**config.mk**
```make
export PLATFORM = sky130hd
export DESIGN_NAME = comp_mac
export DESIGN_NICKNAME = d
export VERILOG_FILES = /design/src/rtl/comp_mac_pkg.sv /design/src/rtl/comp_mac_stage.sv /design/src/rtl/comp_mac.sv
export SDC_FILE = /design/constraint.sdc
export NUM_CORES = 1
export LEC_CHECK = 0
export BUFFER_PORTS_ARGS = -buffer_cell sky130_fd_sc_hd__buf_2
export CORE_AREA = 2 2 39 41
export DETAILED_ROUTE_END_ITERATION = 6
export DIE_AREA = 0 0 41 43
export SLEW_MARGIN = 20
export SYNTH_ARGS = -nofsm -noshare
export SYNTH_HDL_FRONTEND = slang
export SYNTH_HIERARCHICAL = 1
export SYNTH_SLANG_ARGS = --single-unit
```
**constraint.sdc**
```tcl
create_clock -name clk -period 1.68 [get_ports clk]
set_input_delay 0.084 -clock clk [delete_from_list [all_inputs] [get_ports clk]]
set_output_delay 0.084 -clock clk [all_outputs]
set_load 0.01 [all_outputs]
```
**src/rtl/comp_mac_pkg.sv**
```systemverilog
// Shared definitions for the comp_mac multiply-accumulate unit:
// result-width derivation and reset constants.
package comp_mac_pkg;

   // Product and accumulator are twice the operand width, so an unsigned
   // product can never overflow its field.
   function automatic int res_width(input int p_size);
      return 2 * p_size;
   endfunction

   // Reset value of every valid/strobe bit in the pipeline.
   localparam logic VALID_RST = 1'b0;

   // Reset value of every data bit in the pipeline (replicated to width).
   localparam logic DATA_RST_BIT = 1'b0;

endpackage

```
**src/rtl/comp_mac_stage.sv**
```systemverilog
// Operand capture stage: registers both operands and a valid bit when ena
// is high. Operands hold while ena is low; only the valid bit drops.
module comp_mac_stage
   import comp_mac_pkg::*;
#(
   parameter int p_size = 1
) (
   input  logic              clk,
   input  logic              rst,
   input  logic              ena,
   input  logic [p_size-1:0] i_a,
   input  logic [p_size-1:0] i_b,
   output logic [p_size-1:0] o_a,
   output logic [p_size-1:0] o_b,
   output logic              o_v
);

   logic [p_size-1:0] a_q, a_d;
   logic [p_size-1:0] b_q, b_d;
   logic              v_q, v_d;

   // Next-state: capture operands on ena, otherwise hold; valid follows ena.
   always_comb begin
      a_d = a_q;
      b_d = b_q;
      v_d = ena;
      if (ena) begin
         a_d = i_a;
         b_d = i_b;
      end
   end

   // Stage registers with asynchronous active-low clear.
   always_ff @(posedge clk or negedge rst) begin
      if (!rst) begin
         a_q <= {p_size{DATA_RST_BIT}};
         b_q <= {p_size{DATA_RST_BIT}};
         v_q <= VALID_RST;
      end else begin
         a_q <= a_d;
         b_q <= b_d;
         v_q <= v_d;
      end
   end

   assign o_a = a_q;
   assign o_b = b_q;
   assign o_v = v_q;

endmodule

```
**src/rtl/comp_mac.sv**
```systemverilog
// Pipelined unsigned multiply-accumulate. Stage 1 captures operands; stage 2
// registers the full-width product and a wrapping running sum of products.
//
// Handshake: ena is a one-way sample strobe from the producer (no ready, no
// backpressure; one sample per cycle is always accepted). dv is a one-way
// valid strobe: it is high for exactly one cycle per accepted sample, two
// rising edges after ena was sampled high, and o_param/o_param_2 are valid
// in that cycle and hold their values afterwards.
module comp_mac
   import comp_mac_pkg::*;
#(
   parameter int p_size = 1
) (
   input  logic                          clk,
   input  logic                          rst,
   input  logic [p_size-1:0]             i_param,
   input  logic [p_size-1:0]             i_param_2,
   input  logic                          ena,
   output logic [res_width(p_size)-1:0]  o_param,
   output logic [res_width(p_size)-1:0]  o_param_2,
   output logic                          dv
);

   localparam int W = res_width(p_size);
   localparam logic [W-1:0] RES_RST = {W{DATA_RST_BIT}};

   logic [p_size-1:0] op_a;
   logic [p_size-1:0] op_b;
   logic              v1;

   logic [W-1:0] prod;
   logic [W-1:0] prod_q, prod_d;
   logic [W-1:0] acc_q, acc_d;
   logic         dv_q, dv_d;

   comp_mac_stage #(
      .p_size (p_size)
   ) u_stage (
      .clk (clk),
      .rst (rst),
      .ena (ena),
      .i_a (i_param),
      .i_b (i_param_2),
      .o_a (op_a),
      .o_b (op_b),
      .o_v (v1)
   );

   // Full-width product of the captured operands; zero-extend first so the
   // multiply is evaluated at the result width.
   always_comb begin
      prod = {{p_size{1'b0}}, op_a} * {{p_size{1'b0}}, op_b};
   end

   // Stage-2 next state: update product and accumulator only for valid samples.
   always_comb begin
      prod_d = prod_q;
      acc_d  = acc_q;
      dv_d   = v1;
      if (v1) begin
         prod_d = prod;
         acc_d  = acc_q + prod;
      end
   end

   // Result registers with asynchronous active-low clear.
   always_ff @(posedge clk or negedge rst) begin
      if (!rst) begin
         prod_q <= RES_RST;
         acc_q  <= RES_RST;
         dv_q   <= VALID_RST;
      end else begin
         prod_q <= prod_d;
         acc_q  <= acc_d;
         dv_q   <= dv_d;
      end
   end

   assign o_param   = prod_q;
   assign o_param_2 = acc_q;
   assign dv        = dv_q;

endmodule

```
==> results.md <==
- Run status: finished clean
- Syn Inst Count: 17
- Layout cell share with drive strength beyond 1: between 50% and 60%
- Flop and latch count out of synthesis: 7
- CTS buffer count: 3
- Synthesized area: 269 um^2
- Die H: 43 um
- Initial drt markers: 0
- VDD IR-drop max: 0.574 mV
- Biggest area consumer among synthesized cells: dfrtp_1
- Crit path required time: between 1.5 and 2 ns
- Area Growth Syn to Fin: 36.7%
- Max_cap viols: 0
- Crit path kind: reg2reg
- Yosys warnings: 6
- IO Port Bufs: 8
- DRT Pass-1 Iters: 1
- Clock buffer depth: 2
- XOR/XNOR Fraction of Synth Area: about 3.3%
- Worst setup margin: between 0.5 and 0.6 ns
- Nets: 37
- Critical Path Start Type: flip-flop
- Worst min-delay path category: in2reg
- Starting Density: between 10% and 20%
- Pre-CTS WS: 0.514 ns
- Row cnt: 14
- Top-Level Pins: 10
- Die width: between 40 and 50 um
- PwrDens: between 1000 and 1500 mW/mm^2
- Compound-Gate Fraction of Synth Area: 0%
- GRT overflow: 0
- Clk_skew: about 0.003 ns
- GRT Util Overall: between 6 and 7%
- Post-synth top area share: approximately two thirds
- Crit path DAT: between 1 and 1.5 ns
- Setup TNS Final: 0 ns
- Sink Count: 7
- Synth Area in Adders: 4.65%
- Post-CTS sizing: 0
- Layout filler cell count: 140
- Final Cycle Share: 69.4%
- Final WL: around 400 um
- Final ANT Viol Nets: 0
- Fin. Hold Viols: 0
- Simple-gate portion of the synthesized area: under 10%
- Global-route wire length before repair: ~630 um
- Commonest cells in the netlist: 7 x dfrtp_1, 3 x mux2_2
- Unrepaired setup endpoints after global routing: no
- Initial antenna violation count: 0
- Met3 routed WL: just under 80 um
- Residual DRC: 0
- H-tree Lvls: 1
- Vias in the first global route: 182
- Synth Flop Type: dfrtp_1
- Final antenna diode count: 0
- Top achievable clock speed: around 860 MHz
- GPL Wtd Cong: about 0.56
- Clk root buf: clkbuf_4
- Die ar.: 0.00176 mm^2
- Final count of negative-setup-slack endpoints: 0
- Fin crit period: 1.17 ns
- Dpl hpwl: between 300 and 400 um
- Clk pin slew, worst setup/hold paths: 0.05 ns
- Largest family of logic cells by synthesized area: multiplexers
- Post-synth ARST share: 100%
- EDFF count, synth: 0
- Area contributors post-synth: dfrtp_1 65%, mux2_2 13%, mux2_4 5.6%
- Slew Limit Fails: 0
- Critical Path End Type: flip-flop
- Synth Net Count: 23
- Pleak: about 0.18 nW
- CTS tree: done
- Post-synthesis area per instance: about 16 um^2
- Largest net degree at the start of global routing: 8
- Synth cell types: 9
- Clk_lat worst skew: roughly 0.25 ns
- Vias per inst: 3.48
- Vias: 160
- Top-count cell post-synth: dfrtp_1
- Routed wl met2: between 150 and 200 um
- Sequential fraction of the synthesis area: around two thirds
- Core box area: 0.00138 mm^2
- Wirelength per Cell: approximately 8.7 um
- Top routing layer used: met3
- Mux cell area share after synthesis: 18.1%
- Met1 WL: 153 um
- Worst Path Max Fanout: 2
critical path, stage by stage (launching register included):
cell     delay, ns
dfrtp_1       0.37
and2_4        0.16
ha_1          0.27
mux2_2        0.26
sequential cells by signal, indices dropped and copies added (netlist names):
register and flops:
u_stage/o_v 1, u_stage/o_b 1, o_param 1, dv 1, u_stage/o_a 1, o_param_2 2
metal layers:
metal  GRT usage, %  vias to the layer above
met2           7.50                       13
met1           5.98                       69
met5              0                        -
met4           2.00                        0
li1               -                       78
met3           7.85                        0
placed cells by master (no fill, tap or decap):
cell           n
ha_1           1
mux2_4         1
dfrtp_1        7
clkbuf_1       1
mux2_2         3
dlygate4sd3_1  2
buf_2          8
and2_4         1
nand2_1        1
xnor2_1        1
clkbuf_4       3
conb_1         1
repair_timing:
action | CTS | global route
hold buffers | 2 | 0
hold endpoints to repair | 8 | 0
setup buffers | 0 | 0
layout make-up:
cell class                      count  area (um^2)  share of cell area (%)
Clock buffer                        4         26.3                    7.14
Timing Repair Buffer               10         60.1                    16.3
Sequential cell                     7          175                    47.6
Multi-Input combinational cell      9         86.3                    23.5
Tap cell                           16         20.0                    5.44
logic make-up (layout without fill, tap and decap cells):
kind of cell               count (synthesis)  count (layout)
other                                      1               1
adders and majority gates                  1               1
muxes                                      4               4
xor gates and xnor gates                   1               1
buffers and inverters                      1              14
and+or+nand+nor                            2               2
DFF                                        7               7
report_power, final:
group          switching, W  total (W)  internal [W]
registers         0.0000243   0.000229      0.000205
logic             0.0000469   0.000109     0.0000621
clock network     0.0000560   0.000146     0.0000903
metrics by stage:
step	power, W	std cells	area (um^2)	hold slack [ns]	utilization, %
after CTS	0.000494	46	368	0.0674	26.6
final	0.000484	46	368	0.0750	26.6
after global routing	0.000522	46	368	0.0671	26.6
after detailed placement	0.000338	40	322	-0.0795	23.2
after floorplan	0.000291	17	269	-0.212	-
after global placement	0.000329	40	322	-0.0882	23.2
path summary, 6_finish.rpt:
check                       startpoint      endpoint  slack (ns)  depth (start not counted)
max in group asynchronous          rst   u_stage/o_b        1.34                          2
min in group asynchronous          rst  o_param_2[1]        0.19                          2
hold reg to reg            u_stage/o_v            dv        0.45                          0
hold / removal                 i_param   u_stage/o_a        0.07                          2
setup reg to reg           u_stage/o_a  o_param_2[0]        0.51                          3
setup / recovery           u_stage/o_a  o_param_2[0]        0.51                          3
(Power assumes the default switching activity.)
